$ cat src/rtl/smg_pkg.sv
// Shared constants for the two-digit seven-segment scanner: segment
// patterns (common anode, active-low), digit-select codes and FSM states.
package smg_pkg;

    // Segment patterns for digits 0-9, bit order {dp,g,f,e,d,c,b,a}, active-low
    localparam logic [7:0] SEG_0     = 8'hC0;
    localparam logic [7:0] SEG_1     = 8'hF9;
    localparam logic [7:0] SEG_2     = 8'hA4;
    localparam logic [7:0] SEG_3     = 8'hB0;
    localparam logic [7:0] SEG_4     = 8'h99;
    localparam logic [7:0] SEG_5     = 8'h92;
    localparam logic [7:0] SEG_6     = 8'h82;
    localparam logic [7:0] SEG_7     = 8'hF8;
    localparam logic [7:0] SEG_8     = 8'h80;
    localparam logic [7:0] SEG_9     = 8'h90;
    localparam logic [7:0] SEG_BLANK = 8'hFF;

    // Active-low digit selects: bit0 drives the tens digit, bit1 the ones digit
    localparam logic [1:0] SCAN_OFF = 2'b11;
    localparam logic [1:0] SCAN_TEN = 2'b10;
    localparam logic [1:0] SCAN_ONE = 2'b01;

    // Scanner FSM states
    typedef enum logic [2:0] {
        IDLE      = 3'd0,
        BLANK_TEN = 3'd1,
        SHOW_TEN  = 3'd2,
        BLANK_ONE = 3'd3,
        SHOW_ONE  = 3'd4
    } smg_state_e;

    // Map a decimal digit to its segment pattern; anything above 9 is blank
    function automatic logic [7:0] seg_of_digit(input logic [3:0] digit);
        logic [7:0] seg;
        case (digit)
            4'd0:    seg = SEG_0;
            4'd1:    seg = SEG_1;
            4'd2:    seg = SEG_2;
            4'd3:    seg = SEG_3;
            4'd4:    seg = SEG_4;
            4'd5:    seg = SEG_5;
            4'd6:    seg = SEG_6;
            4'd7:    seg = SEG_7;
            4'd8:    seg = SEG_8;
            4'd9:    seg = SEG_9;
            default: seg = SEG_BLANK;
        endcase
        return seg;
    endfunction

endpackage

$ cat src/rtl/smg_slot_timer.sv
// Slot counter for the scanner: counts 0..SCAN_DIV-1 inside one digit slot
// and flags the last blanked cycle and the last cycle of the slot.
module smg_slot_timer #(
    parameter  int SCAN_DIV  = 50000,
    parameter  int BLANK_CYC = 500,
    localparam int CNT_W     = $clog2(SCAN_DIV)
) (
    input  logic             clk_i,
    input  logic             rst_i,
    input  logic             clear_i,
    input  logic             enable_i,
    output logic [CNT_W-1:0] cnt_o,
    output logic             blank_end_o,
    output logic             slot_end_o
);

    localparam logic [CNT_W-1:0] SLOT_LAST  = CNT_W'(SCAN_DIV - 1);
    // With no blanking there is no blank_end; the value below is then unused
    localparam logic [CNT_W-1:0] BLANK_LAST = CNT_W'((BLANK_CYC > 0) ? (BLANK_CYC - 1) : 0);

    logic [CNT_W-1:0] cnt_q;
    logic [CNT_W-1:0] cnt_d;

    assign slot_end_o  = (cnt_q == SLOT_LAST);
    assign blank_end_o = (BLANK_CYC > 0) && (cnt_q == BLANK_LAST);
    assign cnt_o       = cnt_q;

    // Next count: clear wins, otherwise wrap at the end of the slot
    always_comb begin
        cnt_d = cnt_q;
        if (clear_i) begin
            cnt_d = '0;
        end else if (enable_i) begin
            cnt_d = slot_end_o ? '0 : cnt_q + 1'b1;
        end
    end

    // Counter register
    always_ff @(posedge clk_i or posedge rst_i) begin
        if (rst_i) begin
            cnt_q <= '0;
        end else begin
            cnt_q <= cnt_d;
        end
    end

endmodule

$ cat src/rtl/smg_scan_mod.sv
// Two-digit multiplexed seven-segment scanner. A frame is a tens slot then
// a ones slot, each SCAN_DIV cycles long, each opening with BLANK_CYC cycles
// of all-off to stop the previous digit ghosting onto the next.
// Segment inputs are snapshotted at frame start, so a frame always shows a
// consistent pair and input changes appear only from the next frame.
//
// en is a level: sampled in IDLE to start, and at the last cycle of a frame
// to decide between restarting and returning to IDLE. Dropping it mid-frame
// never truncates the frame.
module smg_scan_mod
    import smg_pkg::*;
#(
    parameter  int SCAN_DIV  = 50000,
    parameter  int BLANK_CYC = 500,
    localparam int CNT_W     = $clog2(SCAN_DIV)
) (
    input  logic             CLK,
    input  logic             RST,
    input  logic             en,
    input  logic [7:0]       ten_encode,
    input  logic [7:0]       one_encode,
    output logic [1:0]       Scan_Sig,
    output logic [7:0]       SMG_Data,
    output logic             frame_tick,
    output smg_state_e       dbg_state_o,
    output logic [CNT_W-1:0] dbg_cnt_o
);

    // Reject parameter sets that would make a slot shorter than its blanking
    if (SCAN_DIV < 2 || BLANK_CYC < 0 || BLANK_CYC >= SCAN_DIV) begin : g_bad_param
        $error("smg_scan_mod: need SCAN_DIV>=2 and 0<=BLANK_CYC<SCAN_DIV");
    end

    // First state of a frame: the blank slot is skipped when there is no blanking
    localparam smg_state_e FIRST_TEN = (BLANK_CYC == 0) ? SHOW_TEN : BLANK_TEN;
    localparam smg_state_e FIRST_ONE = (BLANK_CYC == 0) ? SHOW_ONE : BLANK_ONE;

    smg_state_e       state_q;
    smg_state_e       state_d;
    logic [7:0]       ten_snap_q;
    logic [7:0]       ten_snap_d;
    logic [7:0]       one_snap_q;
    logic [7:0]       one_snap_d;
    logic [1:0]       scan_q;
    logic [1:0]       scan_d;
    logic [7:0]       data_q;
    logic [7:0]       data_d;
    logic             tick_q;
    logic             tick_d;
    logic             start_frame;
    logic [CNT_W-1:0] slot_cnt;
    logic             blank_end;
    logic             slot_end;

    // The counter idles at zero, so every frame starts from cnt=0
    smg_slot_timer #(
        .SCAN_DIV  (SCAN_DIV),
        .BLANK_CYC (BLANK_CYC)
    ) u_slot_timer (
        .clk_i       (CLK),
        .rst_i       (RST),
        .clear_i     (state_q == IDLE),
        .enable_i    (state_q != IDLE),
        .cnt_o       (slot_cnt),
        .blank_end_o (blank_end),
        .slot_end_o  (slot_end)
    );

    // Next state, snapshots and registered output values
    always_comb begin
        state_d     = state_q;
        ten_snap_d  = ten_snap_q;
        one_snap_d  = one_snap_q;
        tick_d      = 1'b0;
        start_frame = 1'b0;

        case (state_q)
            IDLE: begin
                if (en) begin
                    start_frame = 1'b1;
                end
            end
            BLANK_TEN: begin
                if (blank_end) begin
                    state_d = SHOW_TEN;
                end
            end
            SHOW_TEN: begin
                if (slot_end) begin
                    state_d = FIRST_ONE;
                end
            end
            BLANK_ONE: begin
                if (blank_end) begin
                    state_d = SHOW_ONE;
                end
            end
            SHOW_ONE: begin
                if (slot_end) begin
                    if (en) begin
                        start_frame = 1'b1;
                    end else begin
                        state_d = IDLE;
                    end
                end
            end
            default: begin
                state_d = IDLE;
            end
        endcase

        if (start_frame) begin
            state_d    = FIRST_TEN;
            ten_snap_d = ten_encode;
            one_snap_d = one_encode;
            tick_d     = 1'b1;
        end

        // Outputs follow the next state so they register together with it
        scan_d = SCAN_OFF;
        data_d = SEG_BLANK;
        case (state_d)
            SHOW_TEN: begin
                scan_d = SCAN_TEN;
                data_d = ten_snap_d;
            end
            SHOW_ONE: begin
                scan_d = SCAN_ONE;
                data_d = one_snap_d;
            end
            default: begin
                scan_d = SCAN_OFF;
                data_d = SEG_BLANK;
            end
        endcase
    end

    // FSM state, snapshots and output registers
    always_ff @(posedge CLK or posedge RST) begin
        if (RST) begin
            state_q    <= IDLE;
            ten_snap_q <= SEG_BLANK;
            one_snap_q <= SEG_BLANK;
            scan_q     <= SCAN_OFF;
            data_q     <= SEG_BLANK;
            tick_q     <= 1'b0;
        end else begin
            state_q    <= state_d;
            ten_snap_q <= ten_snap_d;
            one_snap_q <= one_snap_d;
            scan_q     <= scan_d;
            data_q     <= data_d;
            tick_q     <= tick_d;
        end
    end

    assign Scan_Sig    = scan_q;
    assign SMG_Data    = data_q;
    assign frame_tick  = tick_q;
    assign dbg_state_o = state_q;
    assign dbg_cnt_o   = slot_cnt;

    // Both digits must never be selected in the same cycle
    a_scan_exclusive : assert property (@(posedge CLK) disable iff (RST) Scan_Sig != 2'b00);

endmodule
$ cat config.mk
export PLATFORM = sky130hd
export DESIGN_NAME = smg_scan_mod
export DESIGN_NICKNAME = d
export VERILOG_FILES = /design/src/rtl/smg_pkg.sv /design/src/rtl/smg_slot_timer.sv /design/src/rtl/smg_scan_mod.sv
export SDC_FILE = /design/constraint.sdc
export NUM_CORES = 1
export LEC_CHECK = 0
export ABC_AREA = 1
export BUFFER_PORTS_ARGS = -buffer_cell sky130_fd_sc_hd__clkbuf_2
export CORE_MARGIN = 2
export CORE_UTILIZATION = 54
export CTS_CLUSTER_SIZE = 16
export DETAILED_ROUTE_END_ITERATION = 10
export GPL_TIMING_DRIVEN = 0
export PLACE_DENSITY = 0.79
export SETUP_SLACK_MARGIN = 0.2
export SLEW_MARGIN = 5
export SYNTH_ARGS = -nofsm -noshare
export SYNTH_HDL_FRONTEND = slang
export SYNTH_SLANG_ARGS = --single-unit
$ cat constraint.sdc
create_clock -name CLK -period 2.1 [get_ports CLK]
set_input_delay 0.315 -clock CLK [delete_from_list [all_inputs] [get_ports CLK]]
set_output_delay 0.315 -clock CLK [all_outputs]
set_load 0.1 [all_outputs]
* Yosys cells after proc, flatten, opt, wreduce, memory -nomap -nowiden
Cells that the tools add are included.
Word-level totals: flip-flop bits (word level) 46, input bits 19, output and inout bits 30
Cells by class: $add $sub $neg 1, equality and inequality tests 8, muxes and demuxes 18, reduce and logical (&&, ||, !) cells 3
Operators with widths (count):
- $mux W16 | 3
- $mux W3 | 6
- $add A16 B1 Y16 const B | 1
- $eq A16 B16 Y1 const B | 1
- $eq A16 B9 Y1 const B | 1
- $mux W8 | 2
- $pmux W8 S2 | 1
- $pmux W3 S5 | 1
- $eq A3 B2 Y1 const B | 3
- $eq A3 B3 Y1 const B | 2
- $pmux W2 S2 | 1
- $eq A3 B1 Y1 const B | 1
- $logic_not A3 Y1 | 1
- $mux W1 | 3
- $reduce_bool A3 Y1 | 1
- $pmux W1 S2 | 1
- $reduce_bool A2 Y1 | 1

* Depth between registers and ports, before layout
Gate-level depths: netlist of run 1.
depth after elaboration 6, mapped depth 12, depth with buffers taken out 11

* Modules after synthesis
A second synthesis of run 1 with hierarchy kept.
Unflattened totals: cell total of the unflattened synthesis 290, area, all modules 2443.6 um^2
By module, submodules not included:
- smg_scan_mod | times used 1, cells an instance 145, area an instance 1411.4 um^2, seq. area each 783.3 um^2
- smg_slot_timer | times used 1, cells an instance 145, area an instance 1032.2 um^2, seq. area each 400.4 um^2

* Least setup slack after synthesis of run 1
No wires, ideal clock.
path type register to register, from register u_slot_timer.cnt_q[0], in the netlist u_slot_timer.cnt_o[0], to register data_q[0], in the netlist SMG_Data[0], library setup time 0.085 ns, arrival 2.213 ns, data required time 2.015 ns, slack -0.198 ns, cell stages (with the launch flop) 12, buffers on the path 1, period minus slack after synthesis 2.298 ns, cells stage by stage dfrtp_1 ha_1 nand3_2 nor2_4 nand2_4 nand2_8 nand2_8 buf_8 nand2_2 nand2_2 nand3_1 nand3_1
On the way: elaborated cells on any way between the ends 15, classes of those cells eq/ne: 4; mux: 11
RTL lines:
- start, declared | line smg_slot_timer.sv:21 | logic [CNT_W-1:0] cnt_q;
- start signal, assigned | line smg_slot_timer.sv:43 | cnt_q <= cnt_d;
- $eq A16 B16 Y1 | line smg_slot_timer.sv:24 | assign slot_end_o = (cnt_q == SLOT_LAST);
- $mux W1 | line smg_scan_mod.sv:99 | if (slot_end) begin
- $pmux W1 S2 | line smg_scan_mod.sv:77 | case (state_q)
- $mux W8 | line smg_scan_mod.sv:112 | if (start_frame) begin
- net one_snap_d[0] | line smg_scan_mod.sv:43 | logic [7:0] one_snap_d;
- $pmux W8 S2 | line smg_scan_mod.sv:122 | case (state_d)
- net data_d[0] | line smg_scan_mod.sv:47 | logic [7:0] data_d;
- end signal, assigned | line smg_scan_mod.sv:152 | data_q <= data_d;
- end, declared | line smg_scan_mod.sv:46 | logic [7:0] data_q;
The timed path passes the listed nets, and every way through them passes these cells. A chain may end at the register's enable or synchronous reset.

* Final worst setup path of run 1
from register u_slot_timer.cnt_q[0], in the netlist u_slot_timer.cnt_o[0], to register data_q[4], in the netlist SMG_Data[4]
On the way: cells in the longest elaborated chain, start to end 6, elaborated cells on any way between the ends 15, classes of those cells eq/ne: 4; mux: 11
Ends and longest elaborated chain:
- $eq A16 B16 Y1 or $eq A16 B9 Y1 (tied branches) | line smg_slot_timer.sv:24, smg_slot_timer.sv:25
- $mux W3 (tied with other cells) | line smg_scan_mod.sv:99
- $pmux W3 S5 or $pmux W1 S2 (tied branches) | line smg_scan_mod.sv:77
- $mux W3 (*) | line smg_scan_mod.sv:112
- net state_d[1] | line smg_scan_mod.sv:39 | smg_state_e state_d;
- $eq A3 B3 Y1 or $eq A3 B2 Y1 (tied branches) | line smg_scan_mod.sv:122
- $pmux W8 S2 (*) | line smg_scan_mod.sv:122
- net data_d[4] | line smg_scan_mod.sv:47
Mark *: on every way through the listed nets, which the timed path passes. The rest lies on a longest branch.

==> results of run 1 <==
[tightest hold or removal path, cell delays in order]
cell      delay, ns
clkbuf_2       0.08
nand3_1        0.06
nand2_1        0.06
[power breakdown]
part           switching, uW  internal (uW)
Sequential              95.6           1120
Combinational            588            177
Clock                    328            240
[layer usage]
layer  routed length (microns)  vias to the layer above  part of all wire  global-route usage
met4                        88                        0             0.018              0.0937
met5                         0                        -                 0                   0
li1                          -                      965                 -                   -
met3                       173                        8             0.035              0.0407
met1                      2360                      871              0.47               0.322
met2                      2360                       39              0.47               0.341
[cell usage in the layout (no fill, tap or decap), types with 2 or more instances in the layout]
cell,Yosys,routed
dfstp_2,26,26
nand2_2,21,23
clkbuf_2,0,48
dfrtp_2,0,17
buf_2,2,2
nor2_1,33,31
nand2_8,2,2
a21oi_4,0,2
nor3b_1,2,2
dfrtp_4,0,2
a211oi_1,2,2
nand3_1,47,47
a21oi_1,5,5
xnor2_1,2,2
inv_1,21,20
nor2_4,2,2
clkbuf_8,0,5
inv_2,1,2
o21ai_4,0,2
nand2_1,53,51
nor2_2,4,6
[repair_timing]
action                                 CTS  global route
setup endpoints to repair                0            12
endpoints found under the hold margin   13             0
gates resized for setup                  0            10
hold buffers                             1             0
[through the flow]
step                      setup slack (ns)  instances  hold slack (ns)  power [uW]  setup TNS [ns]
after global placement             -0.0435        362            0.455        1970         -0.0869
after floorplan                      0.235        264            0.443        1840               0
after CTS                            0.254        372            0.216        2550               0
after detailed placement             0.283        363            0.275        1990               0
final                                0.345        372            0.211        2550               0
after global routing                 0.187        372            0.219        2670               0
[sequential cells by signal (all words and copies together) (netlist names)]
name	cells
frame_tick	1
dbg_state_o	3
ten_snap_q	8
Scan_Sig	2
one_snap_q	8
u_slot_timer.cnt_o	16
SMG_Data	8
[final timing paths]
check	end	slack (ns)	depth (start not counted)
max	SMG_Data[4]	0.34	9
min	ten_snap_q[4]	0.21	3
max reg2reg	SMG_Data[4]	0.34	9
min reg2reg	one_snap_q[3]	0.47	2
max in group asynchronous	SMG_Data[5]	1.08	4
min in group asynchronous	u_slot_timer.cnt_o[5]	0.48	3
[cells by family (layout without fill, tap and decap cells)]
logic type               Yosys count  count (layout)
AO/OA/AOI/OAI                     14              14
XOR/XNOR                           3               3
adder cells (fa/ha/maj)            1               1
buffers and inverters             28              86
flip-flops                        46              46
AND/OR/NAND/NOR                  172             172
[area by class of cell]
cell class | instances | area (sq um) | area share
Timing Repair Buffer | 50 | 270 | 0.0957
Multi-Input combinational cell | 190 | 1060 | 0.375
Clock inverter | 3 | 25.0 | 0.00886
Buffer | 4 | 36.3 | 0.0128
Tap cell | 50 | 62.6 | 0.0221
Clock buffer | 5 | 68.8 | 0.0244
Sequential cell | 46 | 1210 | 0.429
Inverter | 24 | 91.3 | 0.0323
==> results.txt, run 1 <==
outcome: completed
Max Cap Viol: 0
Clk Latency, worst-skew pair: 0.31 ns
Post-Synth XOR/XNOR Area: 0.0113
CTS H-tree depth: 2
HPWL Detailed: 3620 microns
placeable core area: 4060 sq um
Diodes inserted: 0
PD cells: 902 nW/um^2
Max FO, Critical Path: 8
Crit path top cell by count: nand2_1
final antenna-violating net count: 0
Synth area leader: dfstp_2
DRT iter0 DRCs: 103
worst slew pin tran: 0.545 ns
synthesized cell area: 2320 sq um
IO buf count: 48
initial antenna violation count: 0
Synth warnings: 0
commonest register cell after synthesis: dfstp_2
dominant cells by area after synthesis: dfstp_2 (29%), dfrtp_1 (22%), nand3_1 (10%), nand2_1 (8.6%), nand2_2 (5.7%)
WP data required: 2.35 ns
syn_area_per_cell: 8.79 sq um
DR WL/cell: 13.4 microns
Final Skew: 0.00786 ns
Fillers: 329
cell breakdown of the critical path: ha_2 > nand2_1 > nor2_2 > nand3_1 > nand2_2 > nand2_1 > nand2_1 > nand2_2 > nand3_1
Hold WC Path Type: input port to register
die area: 4840 sq um
largest family of logic cells by synthesized area: simple AND/OR/NAND/NOR gates
drt first pass iters: 4
LEAKAGE: 0.00133 uW
placed cell area: 2670 sq um
CP endpoint kind: register
Initial Util: 0.572
std cell rows: 23
total grt overflow: 0
WL final: 4980 microns
ys async rst share: 1.00
Pins Over Slew Limit: 0
Remaining DRCs: 0
vias in the first global route: 1896
Seq/Total Area, Yosys: 0.510
critical path's top delay family: simple AND/OR/NAND/NOR gates
count leader, synth: nand2_1
Die Y: 69.6 microns
Synth Area in Adders: 0.00539
Area Overhead vs Synth: 21.7%
Critical Path AT: 2.01 ns
Mapped Cells: 264
share of post-route cells with drive strength above 1: 0.472
worst reg2reg path startpoint: u_slot_timer.cnt_o[0]
FF+latch count, synth: 46
nets: 341
Critical Path Start Type: register
Post-Route Utilization: 0.696
Via density: 5.06
Synth cell types: 35
Sink Count: 46
total number of vias: 1883
Root Buffer: clkbuf_8
period utilisation layout: 0.836
Worst slew margin: 0.638
Post-Syn Nets: 284
Critical Path Source: u_slot_timer.cnt_o[0]
final hold vios: 0
simple-gate portion of the synthesized area: 0.376
Critical-path top delay cell: dfrtp_4
Max rail drop VDD: 1.11 mV
CTS tree: done
worst hold start: ten_encode[4]
post-synthesis mux area share: 0
IO Pins: 49
share of the synthesized area in the top cell type: 0.294
cts bufs inserted: 5
top cells by count, synth: nand2_1 (53), nand3_1 (47), nor2_1 (33), dfstp_2 (26)
CTS max path bufs: 2
first-pass GRT wire length: 8690 microns
largest net degree at the start of global routing: 34
width of the chip: 69.6 microns
Final min period: 1.76 ns
RSZ-0062 raised after global routing: no
Design Area, Final: 2830 sq um
crit-path max cell delay: 0.44 ns
Post-CTS Setup Bufs: 0
post-synthesis compound-gate area fraction: 0.0420
Clk pin slew, worst setup/hold paths: 0.09 ns
Fmax: 570 MHz
Total Routing Usage GR: 0.226
CP bufs+invs: 0
crit path kind: register to register
final setup vio count: 0
Post-synth EDFFs: 0
RD Place Congestion: 0.865
Power figures use the tool's default switching activity.
==> run 2, diff against run 1 <==
--- a/config.mk
+++ b/config.mk
@@ -5,14 +5,14 @@
 export SDC_FILE = /design/constraint.sdc
 export NUM_CORES = 1
 export LEC_CHECK = 0
-export ABC_AREA = 1
+export ABC_AREA = 0
 export BUFFER_PORTS_ARGS = -buffer_cell sky130_fd_sc_hd__clkbuf_2
 export CORE_MARGIN = 2
-export CORE_UTILIZATION = 54
+export CORE_UTILIZATION = 48
 export CTS_CLUSTER_SIZE = 16
 export DETAILED_ROUTE_END_ITERATION = 10
 export GPL_TIMING_DRIVEN = 0
-export PLACE_DENSITY = 0.79
+export PLACE_DENSITY = 0.75
 export SETUP_SLACK_MARGIN = 0.2
 export SLEW_MARGIN = 5
 export SYNTH_ARGS = -nofsm -noshare
==> constraint.sdc (replaced) <==
create_clock -name CLK -period 1.42 [get_ports CLK]
set_input_delay 0.213 -clock CLK [delete_from_list [all_inputs] [get_ports CLK]]
set_output_delay 0.213 -clock CLK [all_outputs]
set_load 0.1 [all_outputs]
==> run 2 against run 1 <==
Net effect:
- the flow now finishes with violations (setup timing)
- die area increased by 1.3%
- first-iteration DRC count decreased by 12%
- synthesized area fell by 9.9%
- non-clock buffer count grew 23
- core utilization is 16 points higher
- combinational power is 91% lower
- highest routed layer unchanged
==> results.txt, run 2 <==
Non-Filler Instances: 310 (was 372)
syn_area_per_cell: 11.8 sq um (was 8.79 sq um)
Final min period: 1.94 ns (was 1.76 ns)
dominant cells by area after synthesis: dfstp_2 (33%), dfrtp_1 (24%), mux2i_1 (7.2%), inv_1 (4.3%), nor2_1 (4.1%) (was dfstp_2 (29%), dfrtp_1 (22%), nand3_1 (10%), nand2_1 (8.6%), nand2_2 (5.7%))
Seq/Total Area, Yosys: 0.566 (was 0.510)
IO buf count: 48 (unchanged)
RD Place Congestion: 0.743 (was 0.865)
ys async rst share: 1.00 (unchanged)
Synth area leader: dfstp_2 (unchanged)
Hold WC Path Type: input port to asynchronous set/reset pin (was input port to register)
crit-path max cell delay: 0.43 ns (was 0.44 ns)
vias in the first global route: 1694 (was 1896)
Fmax: 515 MHz (was 570 MHz)
Critical Path AT: 2.16 ns (was 2.01 ns)
width of the chip: 70 microns (was 69.6 microns)
Initial Util: 0.490 (was 0.572)
setup ws final: -0.521 ns (was 0.345 ns)
share of the synthesized area in the top cell type: 0.327 (was 0.294)
drt first pass iters: 4 (unchanged)
Clk Latency, worst-skew pair: 0.30 ns (was 0.31 ns)
final total power: 2440 uW (was 2550 uW)
FF+latch count, synth: 46 (unchanged)
LEAKAGE: 0.00161 uW (was 0.00133 uW)
Post-synth EDFFs: 0 (unchanged)
Max rail drop VDD: 0.772 mV (was 1.11 mV)
PD cells: 669 nW/um^2 (was 902 nW/um^2)
IO Pins: 49 (unchanged)
Worst slew margin: 0.377 (was 0.638)
most frequent cells in the layout: dfstp_2 (26), clkbuf_16 (23), nor2_1 (22), inv_1 (20), clkbuf_2 (18) (was nand2_1 (51), clkbuf_2 (48), nand3_1 (47), nor2_1 (31), dfstp_2 (26))
top cells by count, synth: dfstp_2 (26), inv_1 (24), nor2_1 (23), dfrtp_1 (20), mux2i_1 (15) (was nand2_1 (53), nand3_1 (47), nor2_1 (33), dfstp_2 (26))
Area Overhead vs Synth: 74.6% (was 21.7%)
Pins Over Slew Limit: 0 (unchanged)
HPWL Detailed: 2810 microns (was 3620 microns)
Critical-path top delay cell: dfrtp_2 (was dfrtp_4)
Remaining DRCs: 0 (unchanged)
DRT iter0 DRCs: 91 (was 103)
nets: 277 (was 341)
share of post-route cells with drive strength above 1: 0.690 (was 0.472)
period utilisation layout: 1.37 (was 0.836)
CTS H-tree depth: 2 (unchanged)
CP bufs+invs: 2 (was 0)
total grt overflow: 0 (unchanged)
Total Routing Usage GR: 0.227 (was 0.226)
Via density: 5.40 (was 5.06)
die area: 4900 sq um (was 4840 sq um)
Post-Route Utilization: 0.856 (was 0.696)
Sink Count: 46 (unchanged)
final antenna-violating net count: 0 (unchanged)
first-pass GRT wire length: 8560 microns (was 8690 microns)
violated checks: setup timing
initial antenna violation count: 0 (unchanged)
cell breakdown of the critical path: nor4_4 > nand4_1 > buf_4 > a32oi_4 > o211ai_4 > buf_12 > o221ai_1 (was ha_2 > nand2_1 > nor2_2 > nand3_1 > nand2_2 > nand2_1 > nand2_1 > nand2_2 > nand3_1)
RSZ-0062 raised after global routing: yes (was no)
outcome: complete, but fails checks (was completed)
Critical Path Start Type: register (unchanged)
DR WL/cell: 18.6 microns (was 13.4 microns)
CP endpoint kind: register (unchanged)
CTS tree: done (unchanged)
final hold vios: 0 (unchanged)
Synth cell types: 36 (was 35)
Largest register FFs: 16 (unchanged)
std cell rows: 24 (was 23)
largest net degree at the start of global routing: 47 (was 34)
worst slew pin tran: 0.932 ns (was 0.545 ns)
commonest non-fill, non-tap cell in the layout: dfstp_2 (was nand2_1)
# placed instances: 277 (was 363)
count leader, synth: dfstp_2 (was nand2_1)
Final Skew: 0.00521 ns (was 0.00786 ns)
commonest register cell after synthesis: dfstp_2 (unchanged)
critical path's top delay family: simple AND/OR/NAND/NOR gates (unchanged)
crit path kind: register to register (unchanged)
Synth warnings: 0 (unchanged)
Die Y: 70 microns (was 69.6 microns)
WL final: 5770 microns (was 4980 microns)
placeable core area: 4260 sq um (was 4060 sq um)
final setup vio count: 48 (was 0)
CTS max path bufs: 2 (unchanged)
Root Buffer: clkbuf_8 (unchanged)
Diodes inserted: 0 (unchanged)
synthesized cell area: 2090 sq um (was 2320 sq um)
Clk pin slew, worst setup/hold paths: 0.09 ns (about the same)
R2R depth: 7 (was 9)
total number of vias: 1675 (was 1883)
Post-Syn Nets: 197 (was 284)
Mapped Cells: 177 (was 264)
WP data required: 1.64 ns (was 2.35 ns)
Max Cap Viol: 0 (unchanged)
critical path depth in cells: 7 (was 9)
cts bufs inserted: 5 (unchanged)
Max FO, Critical Path: 8 (unchanged)
[run 2: changes by cell type in the layout (fill, tap and decap cells not counted), sizes merged, moves of 5 or more]
cell    change
xor2        +5
nor2       -17
mux2i      +15
buf        +31
o221ai      +7
xnor2       +7
nand2      -70
nand3      -43
a21oi       -7
[run 2: cell families after synthesis]
| group | share of synthesized area |
|---|---|
| DFF | 0.566 |
| and+or+nand+nor | 0.153 |
| AOI/OAI and AO/OA | 0.0814 |
| muxes | 0.0718 |
| xor gates and xnor gates | 0.0628 |
| buffers and inverters | 0.0586 |
| adders and majority gates | 0.00598 |
[run 2: worst reg2reg max path: stages, from the launching register on]
cell and delay [ns]:
dfrtp_2 0.43, nor4_4 0.40, nand4_1 0.15, buf_4 0.20, a32oi_4 0.29, o211ai_4 0.14
buf_12 0.17, o221ai_1 0.08
[run 2: timing repair]
action | CTS | global route
setup buffers | 14 | 9
hold buffers | 0 | 0
endpoints found under the setup margin | 76 | 74
pin swaps | 10 | 6
gates cloned | 1 | 1
resized for setup | 117 | 32
[run 2: layout make-up]
| cell class | instances | area, sq um |
|---|---|---|
| repair buffers | 73 | 998 |
| clock buffers | 8 | 133 |
| flip-flops and latches | 46 | 1230 |
| plain buffers | 4 | 43.8 |
| multi-input cells | 103 | 1090 |
| fillers | 185 | 613 |
| inverters | 24 | 93.8 |
| well taps | 52 | 65.1 |
[run 2: path summary, 6_finish.rpt]
path	startpoint	to	slack [ns]
max in group asynchronous	RST	u_slot_timer.cnt_o[8]	0.73
setup reg to reg	u_slot_timer.cnt_o[13]	SMG_Data[6]	-0.52
hold / removal	RST	u_slot_timer.cnt_o[4]	0.08
min in group CLK	ten_encode[2]	ten_snap_q[2]	0.14
hold reg to reg	one_snap_q[2]	one_snap_q[2]	0.57
setup / recovery	u_slot_timer.cnt_o[13]	SMG_Data[6]	-0.52
[run 2: layer usage]
layer | GRT usage | vias up | part of all wire
met5 | 0 | - | 0
met3 | 0.0390 | 14 | 0.040
li1 | - | 763 | -
met2 | 0.374 | 53 | 0.51
met1 | 0.304 | 845 | 0.42
met4 | 0.0812 | 0 | 0.028
[run 2: through the flow]
step	hold slack (ns)	instance area [sq um]	setup WS, ns	setup TNS [ns]
floorplan	0.220	2190	-0.572	-19.44
global placement	0.448	2490	-0.649	-20.05
detailed placement	0.450	2490	-0.694	-20.97
CTS	0.137	3460	-0.397	-12.39
global route	0.136	3650	-0.623	-19.87
finish	0.0771	3650	-0.521	-15.89
[run 2: power breakdown]
group | switching (uW) | total [uW] | internal [uW]
combinational | 44.5 | 67.6 | 23.1
clock | 455 | 1060 | 609
sequential | 0 | 1310 | 1310
total | 499 | 2440 | 1940
==> run 3, diff against run 2 <==
--- a/config.mk
+++ b/config.mk
@@ -18,3 +18,4 @@
 export SYNTH_ARGS = -nofsm -noshare
 export SYNTH_HDL_FRONTEND = slang
 export SYNTH_SLANG_ARGS = --single-unit
+export TNS_END_PERCENT = 20
==> run 3 against run 2 <==
Net effect:
- the flow still finishes with violations (setup timing)
- critical path depth fell by 1
- total power down 10%
- die area stayed put
- global-route usage is 0.52 points lower
- clock power decreased by 24%
- sequential share of layout area grew 2.6 points
- critical endpoint is now SMG_Data[4]
- largest power group unchanged
- highest routed layer unchanged
==> results.txt, run 3 (synthesis results as in run 2) <==
outcome: complete, but fails checks (unchanged)
violated checks: setup timing (unchanged)
cts bufs inserted: 5 (unchanged)
Die Y: 70 microns (unchanged)
CTS max path bufs: 2 (unchanged)
Hold WC Path Type: input port to register (was input port to asynchronous set/reset pin)
Diodes inserted: 0 (unchanged)
vias in the first global route: 1717 (was 1694)
Final Skew: 0.0135 ns (was 0.00521 ns)
critical path's top delay family: compound AO/OA/AOI/OAI gates (was simple AND/OR/NAND/NOR gates)
largest net degree at the start of global routing: 26 (was 47)
CP endpoint kind: register (unchanged)
share of post-route cells with drive strength above 1: 0.628 (was 0.690)
width of the chip: 70 microns (unchanged)
WHS: 0.131 ns (was 0.0771 ns)
final hold vios: 0 (unchanged)
die area: 4900 sq um (unchanged)
dpl ws: -0.669 ns (was -0.694 ns)
cell breakdown of the critical path: nor4_4 > a41o_4 > nand3_4 > buf_12 > mux2i_4 > o221ai_1 (was nor4_4 > nand4_1 > buf_4 > a32oi_4 > o211ai_4 > buf_12 > o221ai_1)
Clk pin slew, worst setup/hold paths: 0.09 ns (about the same)
HPWL Detailed: 2900 microns (was 2810 microns)
RD Place Congestion: 0.794 (was 0.743)
Clk Latency, worst-skew pair: 0.31 ns (was 0.30 ns)
Critical Path AT: 2.16 ns (about the same)
crit-path max cell delay: 0.43 ns (about the same)
LEAKAGE: 0.00159 uW (was 0.00161 uW)
Fillers: 243 (was 185)
Final min period: 1.93 ns (was 1.94 ns)
Initial Util: 0.490 (unchanged)
CP bufs+invs: 1 (was 2)
nets: 277 (unchanged)
drt first pass iters: 4 (unchanged)
WL final: 5790 microns (was 5770 microns)
worst reg2reg path startpoint: u_slot_timer.cnt_o[13] (unchanged)
total grt overflow: 0 (unchanged)
final total power: 2200 uW (was 2440 uW)
Critical Path Source: u_slot_timer.cnt_o[13] (unchanged)
Worst slew margin: 0.572 (was 0.377)
std cell rows: 24 (unchanged)
final setup vio count: 46 (was 48)
WP data required: 1.64 ns (about the same)
Max FO, Critical Path: 5 (was 8)
IO Pins: 49 (unchanged)
# placed instances: 278 (was 277)
IO buf count: 48 (unchanged)
Area Overhead vs Synth: 61.1% (was 74.6%)
Non-Filler Instances: 310 (unchanged)
DR WL/cell: 18.7 microns (was 18.6 microns)
Pins Over Slew Limit: 0 (unchanged)
Max Cap Viol: 0 (unchanged)
placed cell area: 2500 sq um (was 2490 sq um)
CTS H-tree depth: 2 (unchanged)
DRT iter0 DRCs: 104 (was 91)
period utilisation layout: 1.36 (was 1.37)
Root Buffer: clkbuf_8 (unchanged)
Critical Path Start Type: register (unchanged)
Max rail drop VDD: 0.427 mV (was 0.772 mV)
Design Area, Final: 3370 sq um (was 3650 sq um)
first-pass GRT wire length: 8380 microns (was 8560 microns)
worst hold start: one_encode[0]
Critical-path top delay cell: dfrtp_2 (unchanged)
RSZ-0062 raised after global routing: yes (unchanged)
commonest non-fill, non-tap cell in the layout: dfstp_2 (unchanged)
Fmax: 517 MHz (was 515 MHz)
CTS tree: done (unchanged)
initial antenna violation count: 0 (unchanged)
Sink Count: 46 (unchanged)
Largest register FFs: 16 (unchanged)
Total Routing Usage GR: 0.222 (was 0.227)
worst slew pin tran: 0.638 ns (was 0.932 ns)
placeable core area: 4260 sq um (unchanged)
Via density: 5.45 (was 5.40)
crit path kind: register to register (unchanged)
final antenna-violating net count: 0 (unchanged)
most frequent cells in the layout: dfstp_2 (26), buf_4 (24), nor2_1 (23), inv_1 (20), clkbuf_2 (18) (was dfstp_2 (26), clkbuf_16 (23), nor2_1 (22), inv_1 (20), clkbuf_2 (18))
Remaining DRCs: 0 (unchanged)
setup ws final: -0.514 ns (was -0.521 ns)
total number of vias: 1690 (was 1675)
PD cells: 653 nW/um^2 (was 669 nW/um^2)
==> run 3: stage by stage <==
step / util / TNS, ns
6_report: 0.790 / -15.54
5_1_grt: 0.790 / -18.29
4_1_cts: 0.750 / -12.59
3_5_place_dp: 0.586 / -20.74
3_3_place_gp: 0.580 / -32.90
2_1_floorplan: - / -19.57
==> run 3: layout make-up <==
class,instances,area [sq um],area share
Inverter,24,90.1,0.0267
Sequential cell,46,1220,0.363
Buffer,4,43.8,0.0130
Clock inverter,3,20.0,0.00594
Timing Repair Buffer,73,888,0.264
Tap cell,52,65.1,0.0193
Multi-Input combinational cell,103,970,0.288
Clock buffer,5,68.8,0.0204
==> run 3: final timing paths <==
path                                     endpoint  slack [ns]  cells past startpoint
max reg2reg                           SMG_Data[4]       -0.51                      6
min reg2reg                        dbg_state_o[1]        0.55                      1
max in group asynchronous             SMG_Data[5]        0.37                      4
max                                   SMG_Data[4]       -0.51                      6
min in group asynchronous  u_slot_timer.cnt_o[14]        0.47                      3
min                                 one_snap_q[0]        0.13                      3
==> run 3: power breakdown <==
| part | internal (uW) | switching (uW) | leakage [uW] | total (uW) |
|---|---|---|---|---|
| Sequential | 1310 | 0 | 0.000503 | 1310 |
| Combinational | 30.5 | 45.5 | 0.00103 | 76.0 |
| Clock | 347 | 462 | 0.0000484 | 810 |
==> run 3: repair_timing <==
action	in CTS	in global routing
gates resized for setup	90	26
pin swaps	8	7
gates cloned	1	1
hold buffers	1	0
buffers inserted	12	9
endpoints found under the hold margin	19	0
setup endpoints to repair	76	74
==> run 3: worst reg2reg max path, delay by kind of cell (launching register included) <==
kind	cells	cell delay (ns)
buf+inv	1	0.18
simple gates	2	0.51
mux	1	0.19
compound gates	2	0.53
flops	1	0.43
==> run 3: per-layer routing <==
| layer | global-route usage | wire length, microns | up-vias |
|---|---|---|---|
| met5 | 0 | 0 | - |
| met4 | 0.0897 | 144 | 0 |
| met3 | 0.0433 | 200 | 15 |
| met2 | 0.344 | 3090 | 52 |
| met1 | 0.308 | 2350 | 860 |
| li1 | - | - | 763 |
